File: config.mk
export PLATFORM = sky130hd
export DESIGN_NAME = fetch_unit_flat
export DESIGN_NICKNAME = d
export VERILOG_FILES = /design/src/rtl/fetch_unit_pkg.sv /design/src/rtl/fetch_unit_if.sv /design/src/rtl/fetch_unit_timeout_ctr.sv /design/src/rtl/fetch_unit.sv /design/src/flat_wrapper.sv
export SDC_FILE = /design/constraint.sdc
export NUM_CORES = 1
export LEC_CHECK = 0
export BUFFER_PORTS_ARGS = -buffer_cell sky130_fd_sc_hd__buf_2
export CAP_MARGIN = 20
export CORE_ASPECT_RATIO = 2
export CORE_MARGIN = 3
export CORE_UTILIZATION = 49
export DETAILED_ROUTE_END_ITERATION = 12
export PLACE_DENSITY = 0.74
export REMOVE_ABC_BUFFERS = 1
export SLEW_MARGIN = 5
export SYNTH_ARGS = -nofsm -noshare
export SYNTH_HDL_FRONTEND = slang
export SYNTH_SLANG_ARGS = --single-unit
File: constraint.sdc
create_clock -name clk -period 1.7 [get_ports clk]
set_input_delay 0.17 -clock clk [delete_from_list [all_inputs] [get_ports clk]]
set_output_delay 0.17 -clock clk [all_outputs]
set_load 0.005 [all_outputs]
File: src/rtl/fetch_unit_pkg.sv
// rtl/fetch_unit_pkg.sv - fetch stage state encodings and opcode constants shared with decode
package fetch_unit_pkg;

    typedef enum logic [1:0] {
        ST_ISSUE  = 2'd0,
        ST_WAIT   = 2'd1,
        ST_HOLD   = 2'd2,
        ST_HALTED = 2'd3
    } fetch_state_e;

    localparam logic [4:0] OP_HALT = 5'b00000;
    localparam logic [4:0] OP_NOP  = 5'b00001;

    function automatic logic is_halt(input logic [15:0] word);
        return word[15:11] == OP_HALT;
    endfunction

endpackage

File: src/rtl/fetch_unit_if.sv
// rtl/fetch_unit_if.sv - instruction memory read handshake between fetch and imem
interface fetch_unit_if;
    logic        imem_req;
    logic [15:0] imem_addr;
    logic [15:0] imem_rdata;
    logic        imem_ack;

    modport master (output imem_req, output imem_addr, input imem_rdata, input imem_ack);
    modport slave  (input imem_req, input imem_addr, output imem_rdata, output imem_ack);
endinterface

File: src/rtl/fetch_unit_timeout_ctr.sv
// rtl/fetch_unit_timeout_ctr.sv - saturating wait counter with clear/enable and expiry flag
module fetch_timeout_ctr #(
    parameter logic [7:0] MAX = 8'd15
) (
    input  logic clk,
    input  logic rst,
    input  logic i_clr,
    input  logic i_en,
    output logic o_expired
);

    logic [7:0] r_cnt;

    always_ff @(posedge clk or negedge rst) begin
        if (!rst) begin
            r_cnt <= 8'd0;
        end else if (i_clr) begin
            r_cnt <= 8'd0;
        end else if (i_en && (r_cnt != MAX)) begin
            r_cnt <= r_cnt + 8'd1;
        end
    end

    assign o_expired = (r_cnt == MAX);

endmodule

File: src/rtl/fetch_unit.sv
// rtl/fetch_unit.sv - single-entry fetch stage: PC, imem req/ack, redirect squash, halt, timeout
module fetch_unit
    import fetch_unit_pkg::*;
#(
    parameter logic [15:0] RESET_PC  = 16'h0000,
    parameter logic [15:0] NOP_INSTR = 16'h0800,
    parameter int          MAX_WAIT  = 15
) (
    input  logic          clk,
    input  logic          rst,
    fetch_unit_if.master  imem,
    input  logic          stall,
    input  logic          redirect,
    input  logic [15:0]   redirect_pc,
    output logic [15:0]   instruction,
    output logic [15:0]   pc_plus2,
    output logic          instr_valid,
    output logic          halted,
    output logic          err
);

    fetch_state_e r_state, w_state_nxt;
    logic [15:0]  r_pc, w_pc_nxt;
    logic [15:0]  r_addr, w_addr_nxt;
    logic [15:0]  r_instr, w_instr_nxt;
    logic [15:0]  r_pc_plus2, w_pc_plus2_nxt;
    logic         r_valid, w_valid_nxt;
    logic         r_squash, w_squash_nxt;
    logic         r_err, w_err_nxt;

    logic         w_expired;
    logic         w_xfer;
    logic         w_in_wait;
    logic [15:0]  w_redir_pc;

    assign w_in_wait  = (r_state == ST_WAIT);
    assign w_xfer     = r_valid && !stall;
    assign w_redir_pc = {redirect_pc[15:1], 1'b0};

    fetch_timeout_ctr #(
        .MAX (8'(MAX_WAIT))
    ) u_timeout (
        .clk       (clk),
        .rst       (rst),
        .i_clr     (!w_in_wait || imem.imem_ack),
        .i_en      (w_in_wait),
        .o_expired (w_expired)
    );

    always_ff @(posedge clk or negedge rst) begin
        if (!rst) begin
            r_state    <= ST_ISSUE;
            r_pc       <= RESET_PC;
            r_addr     <= RESET_PC;
            r_instr    <= NOP_INSTR;
            r_pc_plus2 <= 16'h0000;
            r_valid    <= 1'b0;
            r_squash   <= 1'b0;
            r_err      <= 1'b0;
        end else begin
            r_state    <= w_state_nxt;
            r_pc       <= w_pc_nxt;
            r_addr     <= w_addr_nxt;
            r_instr    <= w_instr_nxt;
            r_pc_plus2 <= w_pc_plus2_nxt;
            r_valid    <= w_valid_nxt;
            r_squash   <= w_squash_nxt;
            r_err      <= w_err_nxt;
        end
    end

    always_comb begin
        w_state_nxt    = r_state;
        w_pc_nxt       = r_pc;
        w_addr_nxt     = r_addr;
        w_instr_nxt    = r_instr;
        w_pc_plus2_nxt = r_pc_plus2;
        w_valid_nxt    = r_valid;
        w_squash_nxt   = r_squash;
        w_err_nxt      = r_err || (w_in_wait && w_expired);

        // Redirect wins over ack and stall everywhere except HALTED.
        if (redirect && (r_state != ST_HALTED)) begin
            w_pc_nxt    = w_redir_pc;
            w_valid_nxt = 1'b0;
            if (redirect_pc[0]) begin
                w_err_nxt = 1'b1;
            end
        end

        case (r_state)
            ST_ISSUE: begin
                if (!redirect) begin
                    w_addr_nxt  = r_pc;
                    w_state_nxt = ST_WAIT;
                end
            end
            ST_WAIT: begin
                if (redirect) begin
                    // Request stays up with the old address until the memory answers.
                    if (imem.imem_ack) begin
                        w_squash_nxt = 1'b0;
                        w_state_nxt  = ST_ISSUE;
                    end else begin
                        w_squash_nxt = 1'b1;
                    end
                end else if (imem.imem_ack) begin
                    if (r_squash) begin
                        w_squash_nxt = 1'b0;
                        w_state_nxt  = ST_ISSUE;
                    end else begin
                        w_instr_nxt    = imem.imem_rdata;
                        w_pc_plus2_nxt = r_addr + 16'd2;
                        w_pc_nxt       = r_addr + 16'd2;
                        w_valid_nxt    = 1'b1;
                        w_state_nxt    = is_halt(imem.imem_rdata) ? ST_HALTED : ST_HOLD;
                    end
                end
            end
            ST_HOLD: begin
                if (redirect) begin
                    w_state_nxt = ST_ISSUE;
                end else if (w_xfer) begin
                    w_valid_nxt = 1'b0;
                    w_state_nxt = ST_ISSUE;
                end
            end
            ST_HALTED: begin
                if (w_xfer) begin
                    w_valid_nxt = 1'b0;
                end
            end
            default: begin
                w_state_nxt = ST_ISSUE;
            end
        endcase
    end

    assign imem.imem_req  = w_in_wait;
    assign imem.imem_addr = w_in_wait ? r_addr : r_pc;
    assign instruction    = r_valid ? r_instr : NOP_INSTR;
    assign pc_plus2       = r_pc_plus2;
    assign instr_valid    = r_valid;
    assign halted         = (r_state == ST_HALTED);
    assign err            = r_err;

endmodule

File: src/flat_wrapper.sv
// flat-port wrapper written by rule: the top's interface ports become plain ports
module fetch_unit_flat import fetch_unit_pkg::*;
#(
    parameter logic [15:0] RESET_PC  = 16'h0000,
    parameter logic [15:0] NOP_INSTR = 16'h0800,
    parameter int          MAX_WAIT  = 15
)
  (clk, rst, stall, redirect, redirect_pc, instruction, pc_plus2, instr_valid, halted, err, imem_imem_req, imem_imem_addr, imem_imem_rdata, imem_imem_ack);
  fetch_unit_if imem_i ();
  input  logic clk;
  input  logic rst;
  input  logic stall;
  input  logic redirect;
  input  logic [15:0] redirect_pc;
  output logic [15:0] instruction;
  output logic [15:0] pc_plus2;
  output logic instr_valid;
  output logic halted;
  output logic err;
  output wire logic [$bits(imem_i.imem_req)-1:0] imem_imem_req;
  output wire logic [$bits(imem_i.imem_addr)-1:0] imem_imem_addr;
  input wire logic [$bits(imem_i.imem_rdata)-1:0] imem_imem_rdata;
  input wire logic [$bits(imem_i.imem_ack)-1:0] imem_imem_ack;
  assign imem_imem_req = imem_i.imem_req;
  assign imem_imem_addr = imem_i.imem_addr;
  assign imem_i.imem_rdata = imem_imem_rdata;
  assign imem_i.imem_ack = imem_imem_ack;
  fetch_unit #(.RESET_PC(RESET_PC), .NOP_INSTR(NOP_INSTR), .MAX_WAIT(MAX_WAIT)) u_core (.clk(clk), .rst(rst), .imem(imem_i), .stall(stall), .redirect(redirect), .redirect_pc(redirect_pc), .instruction(instruction), .pc_plus2(pc_plus2), .instr_valid(instr_valid), .halted(halted), .err(err));
endmodule
* After elaboration in Yosys (flattened, before gate mapping)
Cells that the tools add are included.
Storage, ports and cells: output and inout port bits 52, logic and storage cells 69, memory bits (writable) 0, register bits 77, bits in read-only memories 0, bits in latches 0, memories kept 0
Cells by class: multiply operators 0, add/sub/neg operators 2, div/mod/pow operators 0, shifts and indexed selects 0, bitwise gates (word level) 2, mux-type cells 30, equal/unequal tests 9, $lt $le $gt $ge 0, reductions and logical operators 17
Operator list (number):
- $mux 16 | 7
- $add 16x2->16 const B | 1
- $mux 8 | 2
- $mux 2 | 7
- $mux 1 | 12
- $add 8x1->8 const B | 1
- $eq 8x4->1 const B | 1
- $ne 8x4->1 const B | 1
- $reduce_and 4->1 | 2
- $ne 2x2->1 const B | 3
- $pmux 2 s3 | 1
- $logic_not 5->1 | 1
- $eq 2x2->1 const B | 2
- $logic_and 1x1->1 | 4
- $reduce_and 2->1 | 2
- $reduce_bool 2->1 | 2
- $ne 3x2->1 const B | 1
- $pmux 1 s3 | 1
- $reduce_bool 3->1 | 1
- $eq 2x1->1 const B | 1
- $logic_not 1->1 | 2
- $logic_not 2->1 | 1
- $logic_or 1x1->1 | 2
- $not 1->1 | 2

* Depth between registers and ports, before layout
Gate-level depths: netlist (run 1).
depth after elaboration 7, gate-level depth with buffers 9, depth with buffers taken out 6

* Modules after synthesis
From an unflattened synthesis (run 1), not the netlist that was laid out.
Second synthesis, totals: cell total of the unflattened synthesis 404, area total of the unflattened synthesis 3837.4 um^2
Modules (own cells, without submodules):
- fetch_unit | area each 3390.8 um^2, instances 1, sequential area each 1727.9 um^2, cells each 360
- fetch_timeout_ctr | area each 446.7 um^2, instances 1, sequential area each 200.2 um^2, cells each 44

* Worst setup path before layout (run 1)
OpenSTA, ideal clock, no wires.
path kind reg2reg, start point register u_core.r_state[1], end point register u_core.r_pc_plus2[10] (netlist: u_core.pc_plus2[10]), data required time 1577 ps, cell stages (with the launch flop) 10, path buffers 3, arrival time 1580 ps, path slack -3 ps, clock period less this slack 1703 ps, cell sequence dfrtp_1 > inv_1 > ha_1 > buf_2 > nor4bb_1 > buf_2 > buf_6 > nand2_1 > mux2i_1 > nor2_1
Between the ends: longest elaborated chain between the ends 2
RTL lines:
- start, declared | RTL line fetch_unit.sv:22 | fetch_state_e r_state, w_state_nxt;
- start signal, assigned | RTL line fetch_unit.sv:61 | r_state <= w_state_nxt;
- $eq 2x1->1
- net imem_imem_req | RTL line flat_wrapper.sv:20 | output wire logic [$bits(imem_i.imem_req)-1:0] imem_imem_req;
- $reduce_and 4->1 (no line)
- end signal, assigned | RTL line fetch_unit.sv:65 | r_pc_plus2 <= w_pc_plus2_nxt;
- end, declared | RTL line fetch_unit.sv:26 | logic [15:0] r_pc_plus2, w_pc_plus2_nxt;
The timed path passes the listed nets, and every way through them passes these cells. A chain may end at the register's enable or synchronous reset.

* Worst setup path in the final report (run 1)
start point register u_core.r_state[1], end point output port imem_imem_addr[13]
Between the ends: longest elaborated chain between the ends 2
RTL lines:
- $eq 2x1->1 | RTL line fetch_unit.sv:36 | assign w_in_wait = (r_state == ST_WAIT);
- $mux 16 | RTL line fetch_unit.sv:140 | assign imem.imem_addr = w_in_wait ? r_addr : r_pc;
- end, declared | RTL line flat_wrapper.sv:21 | output wire logic [$bits(imem_i.imem_addr)-1:0] imem_imem_addr;
Every way passes these cells.

==> metrics.md, run 1 <==
| Metric | Value |
|---|---|
| Core area | `about 0.0077 mm2` |
| Synth cell types | `42` |
| Root Driver | `clkbuf_16` |
| Failing checks | `setup timing` |
| Synth top area share | `0.491` |
| Die ar. | `roughly 0.0091 mm2` |
| Switch Pwr | `~3.5 mW` |
| Clock Skews | `around 8.4 ps` |
| CTS Buffer Depth | `2` |
| Layout cells sized above 1 | `0.337` |
| Crit path required time | `1530 ps` |
| Pin count of the biggest net entering global routing | `31` |
| Leakage | `2.65 nW` |
| Async SR Flop Fraction | `1.00` |
| GRT Total Usage | `0.242` |
| Yosys reg bits | `a little under 80` |
| Fill cell count | `621` |
| Area leader, netlist | `dfrtp_1` |
| Comb power frac | `0.458` |
| # clock sinks | `77` |
| Clock buffer count from CTS | `9` |
| Placed insts | `between 600 and 700` |
| Routed WL | `~11 mm` |
| Number of global-route vias before repair | `3401` |
| Die height | `approximately 130 um` |
| Number of synthesized flops with an enable pin | `0` |
| Initial antenna violation count | `0` |
| Ranking of synthesized cells by area | `dfrtp_1 (49%), nand2_1 (13%), mux2_2 (4.9%)` |
| IO Port Bufs | `88` |
| Synth warn | `0` |
| First-pass GRT wire length | `approximately 17 mm` |
| Critical path startpoint category | `flip-flop` |
| Die X | `between 60 and 70 um` |
| Drt first pass iters | `4` |
| Hold path startpoint | `imem_imem_rdata[6]` |
| Via density | `5.37` |
| FMAX | `roughly 560 MHz` |
| Syn Area/Cell | `about 9 um2` |
| Mapped Area | `about 0.0039 mm2` |
| WHS Path Cells | `3` |
| GR Util met3 | `0.0555` |
| Hpwl dp | `7.11 mm` |
| Iter 0 DRT Violations | `around 180` |
| Worst r2r src | `u_core.r_state[1]$_DFFE_PN0P_` |
| Nets@finish | `between 500 and 600` |
| Initial Util | `0.506` |
| Reg2Reg Depth | `8` |
| Sw Ratio | `0.363` |
| Seq/Total Area, Yosys | `0.498` |
| Final Wtd Congestion | `0.835` |
| Internal Power | `between 6 and 7 mW` |
| Grt peak-use layer | `met2` |
| Status | `complete, but fails checks` |
| Slew Limit Fails | `0` |
| Final worst setup slack | `-90.3 ps` |
| Met2 GRT Util | `0.409` |
| Core Util, Final | `0.681` |
| Worst Hold End | `u_core.r_instr[6]$_DFFE_PN0P_` |
| CTS tree | `built` |
| RSZ-0062 raised after global routing | `yes` |
| Finished Layout Cells | `roughly 640` |
| Grt ovf | `0` |
| Clock latency on the worst-skew pair | `340 ps` |
| Final setup violating endpoints | `33` |
| Crit Path Max Fanout | `11` |
| Worst path arrival time | `roughly 1600 ps` |
| DRC Markers | `0` |
| Min Tclk post-route | `between 1500 and 2000 ps` |
| Cell Pwr Density | `1850 mW/mm2` |
| Post-synth top flop | `dfrtp_1` |
| Top-Level Pins | `89` |
| Clock share of power | `0.200` |
| Fin crit share | `1.05` |
| Num rows | `45` |
| Worst min path class | `input port to flip-flop` |
| Diode count | `0` |
| Cells after Synth | `~430` |
| Worst vdd ir | `between 1000 and 1500 uV` |
| Worst relative slew slack | `0.700` |
| Max-cap violations | `0` |
| Htree depth | `3` |
| Clock transition at path regs | `approximately 70 ps` |
| Slew @ Worst Pin | `roughly 450 ps` |
| Antenna Nets Post-Route | `0` |
| Final Hold Vio Count | `0` |
| Sequential share of power | `0.342` |
| WL per Instance | `between 15 and 20 um` |
| M1 GR Usage | `0.285` |
| Kind of end point of the critical path | `output port` |
| Critical setup path kind | `flip-flop to output port` |
| DR vias | `between 3k and 4k` |
| Reg2Reg Setup Slack | `-80 ps` |
| RR Endpoint | `u_core.pc_plus2[12]$_DFFE_PN0P_` |
| Area grow syn2layout | `34.5%` |
## synth_stat cells, types with 8 or more instances
cell,n
a21oi_1,17
a31oi_1,8
and2_1,16
and3_1,9
buf_2,12
clkbuf_1,9
dfrtp_1,76
ha_1,8
mux2_2,17
mux2i_1,8
nand2_1,137
nor2_1,27
o21ai_0,8
xor2_1,8
## metal layers
metal  wire length [um]  part of all wire
met5                  0                 0
met4                318             0.030
met2               5710              0.54
met1               4070              0.38
met3                511             0.048
## per-stage QoR
step	setup slack (ps)	hold slack (ps)	setup TNS, ps	power [mW]	area [um2]
floorplan	-3950	-126	-162450	5.02	3740
global placement	-17.4	130	-55.8	6.46	4520
detailed placement	-41.1	135	-254	6.59	4520
CTS	-87.8	6.49	-798	9.22	5020
global route	-147	28.6	-3920	10.2	5210
finish	-90.3	21.7	-1600	9.62	5210
## what timing repair did
action                                  in CTS  in global routing
buffers inserted                             3                  8
gates cloned                                 0                  2
hold buffers                                 1                  0
endpoints found under the hold margin       27                  0
endpoints found under the setup margin      36                 50
resized for setup                           36                 26
pin swaps                                    0                  5
## worst max-delay path, stage by stage, from the launching register on
cell and delay [ps]:
dfrtp_1 400, inv_2 90, ha_4 180, buf_12 170
mux2_4 330, buf_6 120
## cells in the final DEF, fill, tap and decap left out, types with 2 or more instances in the layout
cell type | netlist | layout
nand2b_1 | 7 | 6
mux2_2 | 17 | 2
clkinvlp_4 | 0 | 3
a21oi_1 | 17 | 17
buf_2 | 12 | 72
nor4_2 | 2 | 2
clkbuf_16 | 0 | 10
o21ai_0 | 8 | 6
dfrtp_1 | 76 | 75
and4_1 | 3 | 2
mux2i_1 | 8 | 5
buf_6 | 1 | 19
inv_1 | 7 | 6
nor2_1 | 27 | 27
buf_12 | 0 | 3
nor3_1 | 4 | 4
nand3_1 | 6 | 5
nand4_1 | 7 | 7
xor2_1 | 8 | 8
mux2i_2 | 0 | 3
o21ai_1 | 2 | 3
mux2_4 | 0 | 15
buf_4 | 4 | 31
nand2_1 | 137 | 137
a211oi_1 | 2 | 2
ha_1 | 8 | 6
and3_1 | 9 | 9
xnor2_1 | 2 | 2
a31oi_1 | 8 | 8
o21a_1 | 2 | 2
and2_1 | 16 | 16
## flip-flops by register name (all words and copies together) (netlist names)
signal	flops
u_core.instr_valid	1
u_core.r_instr	16
u_core.r_addr	16
u_core.r_pc	16
u_core.pc_plus2	16
u_core.r_squash	1
u_core.r_state	2
u_core.u_timeout.r_cnt	8
u_core.err	1
## power by group through the flow
stage | Clock [mW] | Combinational (mW) | Sequential, mW
floorplan | 0 | 1.89 | 3.13
global placement | 0 | 3.23 | 3.22
detailed placement | 0 | 3.33 | 3.26
CTS | 1.95 | 4.01 | 3.26
global route | 2.03 | 4.82 | 3.38
finish | 1.93 | 4.41 | 3.29
## cell families (layout without fill, tap and decap cells)
group,Yosys count,count (layout),synth area share
AND/OR/NAND/NOR,227,227,0.273
flip-flops,77,77,0.498
AO/OA/AOI/OAI,45,45,0.0694
buffers and inverters,33,151,0.0417
multiplexers,25,25,0.0701
XOR/XNOR,10,10,0.0226
adder cells (fa/ha/maj),8,8,0.0258
## cell type report
| cell class | count | area (um2) | share of cell area |
|---|---|---|---|
| Sequential cell | 77 | 1930 | 0.370 |
| Multi-Input combinational cell | 315 | 1920 | 0.369 |
| Timing Repair Buffer | 128 | 917 | 0.176 |
| Clock buffer | 9 | 225 | 0.0432 |
| Tap cell | 94 | 118 | 0.0226 |
| Clock inverter | 7 | 75.1 | 0.0144 |
| Inverter | 7 | 26.3 | 0.00504 |
## worst max path at each step
stage,startpoint,end,depth (start not counted)
2_1_floorplan,u_core.r_state[1]$_DFFE_PN0P_,u_core.r_pc[14]$_DFF_PN0_,5
3_3_place_gp,u_core.r_state[1]$_DFFE_PN0P_,u_core.r_pc[13]$_DFF_PN0_,7
3_5_place_dp,u_core.r_state[1]$_DFFE_PN0P_,u_core.r_pc[11]$_DFF_PN0_,7
4_1_cts,u_core.r_state[1]$_DFFE_PN0P_,imem_imem_addr[5],5
5_1_grt,u_core.r_state[1]$_DFFE_PN0P_,u_core.pc_plus2[14]$_DFFE_PN0P_,8
6_report,u_core.r_state[1]$_DFFE_PN0P_,imem_imem_addr[13],5
No activity file was read; power rests on OpenSTA's default activity.
==> inputs of run 2 (changes only) <==
--- a/config.mk
+++ b/config.mk
@@ -13,7 +13,9 @@
 export DETAILED_ROUTE_END_ITERATION = 12
 export PLACE_DENSITY = 0.74
 export REMOVE_ABC_BUFFERS = 1
+export SETUP_SLACK_MARGIN = 0.3
 export SLEW_MARGIN = 5
 export SYNTH_ARGS = -nofsm -noshare
 export SYNTH_HDL_FRONTEND = slang
 export SYNTH_SLANG_ARGS = --single-unit
+export TNS_END_PERCENT = 50
==> metrics.md, run 2 (same netlist as run 1, synthesis figures left out) <==
| Metric | Value |
|---|---|
| Grt ovf | `0` |
| Finished Cell Area | `between 0.005 and 0.006 mm2` |
| Iter 0 DRT Violations | `170` |
| Drt first pass iters | `6` |
| Crit Path Max Fanout | `11` |
| Hold slack | `~15 ps` |
| GRT Total Usage | `0.256` |
| Die ar. | `a little over 0.009 mm2` |
| Worst min path class | `input port to flip-flop` |
| Placed Area | `about 0.0045 mm2` |
| Commonest non-fill, non-tap cell in the layout | `nand2_1` |
| Worst vdd ir | `about 1100 uV` |
| Final setup violating endpoints | `35` |
| Commonest cells after routing, fill and taps aside | `nand2_1 (136), buf_2 (72), dfrtp_1 (72)` |
| Critical setup path kind | `flip-flop to output port` |
| Worst path cell trace | `inv_2 -> ha_4 -> buf_12 -> mux2_4 -> buf_6` |
| Final Wtd Congestion | `approximately 0.84` |
| Max-cap violations | `0` |
| Leakage | `approximately 2.7 nW` |
| DR vias | `between 3k and 4k` |
| Fin crit share | `1.05` |
| Kind of end point of the critical path | `output port` |
| Clock transition at path regs | `~60 ps` |
| Via density | `between 5 and 6` |
| Final Hold Vio Count | `0` |
| Routed WL | `10.9 mm` |
| # clock sinks | `77` |
| Number of global-route vias before repair | `approximately 3.6k` |
| Met2 GRT Util | `0.434` |
| First-pass GRT wire length | `17.5 mm` |
| Antenna Nets Post-Route | `0` |
| Cell Pwr Density | `between 1500 and 2000 mW/mm2` |
| Diode count | `0` |
| IO Port Bufs | `slightly below 90` |
| Slew @ Worst Pin | `between 400 and 500 ps` |
| Status | `complete, but fails checks` |
| Nets@finish | `589` |
| Root Driver | `clkbuf_16` |
| Die X | `roughly 70 um` |
| Critical path startpoint category | `flip-flop` |
| Clock Skews | `7.77 ps` |
| WL per Instance | `between 15 and 20 um` |
| Min Tclk post-route | `roughly 1800 ps` |
| Slowest CP cell | `dfrtp_1` |
| Failing checks | `setup timing` |
| Initial Util | `0.506` |
| CTS tree | `built` |
| Core area | `0.00766 mm2` |
| Die height | `approximately 130 um` |
| Htree depth | `3` |
| Clock buffer count from CTS | `9` |
| Final worst setup slack | `-83.2 ps` |
| Worst path max stage delay | `400 ps` |
| Pin count of the biggest net entering global routing | `31` |
| Worst path arrival time | `~1600 ps` |
| CTS Buffer Depth | `2` |
| RSZ-0062 raised after global routing | `yes` |
| Area grow syn2layout | `39.6%` |
| FMAX | `approximately 560 MHz` |
| Top-Level Pins | `89` |
| Clock latency on the worst-skew pair | `340 ps` |
| Hpwl dp | `7.11 mm` |
| Worst relative slew slack | `0.698` |
| Initial antenna violation count | `0` |
| DRC Markers | `0` |
| Num rows | `45` |
| GR Util met3 | `0.0478` |
| M1 GR Usage | `0.294` |
| Layout cells sized above 1 | `0.362` |
| Grt peak-use layer | `met2` |
| Crit path required time | `1530 ps` |
| Slew Limit Fails | `0` |
-- run 2: cell types whose count changed in the layout (fill, tap and decap cells not counted), moves of 3 or more --
cell	previous run	this run
buf_6	19	27
ha_1	6	3
dfrtp_1	75	72
dfrtp_2	1	4
buf_4	31	27
-- run 2: what timing repair did --
| item | in CTS | in global routing |
|---|---|---|
| gates resized for setup | 64 | 22 |
| hold endpoints to repair | 27 | 0 |
| hold buffers | 1 | 0 |
| setup endpoints to repair | 75 | 94 |
| setup buffers | 6 | 8 |
| pin swaps | 9 | 7 |
| gates cloned | 4 | 1 |
-- run 2: layout make-up --
cell class              count  area [um2]
fillers                   584        2250
multi-input cells         315        1990
flip-flops and latches     77        1930
repair buffers            134        1040
clock buffers               9         225
well taps                  94         118
clock inverters             7        75.1
inverters                   7        26.3
-- run 2: critical path: cells and delay by family (launching register included) --
kind / cells / cell delay, ps
flip-flops: 1 / 400
adder cells (fa/ha/maj): 1 / 180
multiplexers: 1 / 330
buffers and inverters: 3 / 380
-- run 2: report_power, final --
group / internal, mW / switching, mW / leakage (nW)
combinational: 2.57 / 2.08 / 1.63
clock: 1.14 / 0.786 / 0.138
sequential: 2.60 / 0.707 / 0.948
-- run 2: routing by layer --
layer / vias up / share of wire / wire (um)
li1: 1643 / - / -
met1: 1723 / 0.38 / 4110
met2: 110 / 0.54 / 5900
met3: 27 / 0.046 / 499
met4: 0 / 0.032 / 348
met5: - / 0 / 0
-- run 2: metrics by stage --
step | std cells | TNS, ps | utilization | total power, mW | setup WS, ps
after global placement | 607 | -55.8 | 0.591 | 6.46 | -17.4
after detailed placement | 607 | -254 | 0.591 | 6.59 | -41.1
after floorplan | 399 | -162450 | - | 5.02 | -3950
after CTS | 634 | -1150 | 0.686 | 9.51 | -87.8
after global routing | 643 | -3390 | 0.706 | 10.5 | -105
final | 643 | -1350 | 0.706 | 9.88 | -83.2
-- run 2: final timing paths --
| check | startpoint | to | slack, ps | depth (start not counted) |
|---|---|---|---|---|
| setup / recovery | u_core.r_state[1]$_DFFE_PN0P_ | imem_imem_addr[9] | -80 | 5 |
| hold / removal | imem_imem_rdata[3] | u_core.r_instr[3]$_DFFE_PN0P_ | 20 | 3 |
| setup reg to reg | u_core.r_state[1]$_DFFE_PN0P_ | u_core.r_pc[0]$_DFF_PN0_ | -50 | 8 |
| hold reg to reg | u_core.r_instr[9]$_DFFE_PN0P_ | u_core.r_instr[9]$_DFFE_PN0P_ | 470 | 2 |
| max in group asynchronous | rst | u_core.r_addr[13]$_DFFE_PN0P_ | 780 | 3 |
| min in group asynchronous | rst | u_core.r_squash$_DFFE_PN0P_ | 310 | 2 |
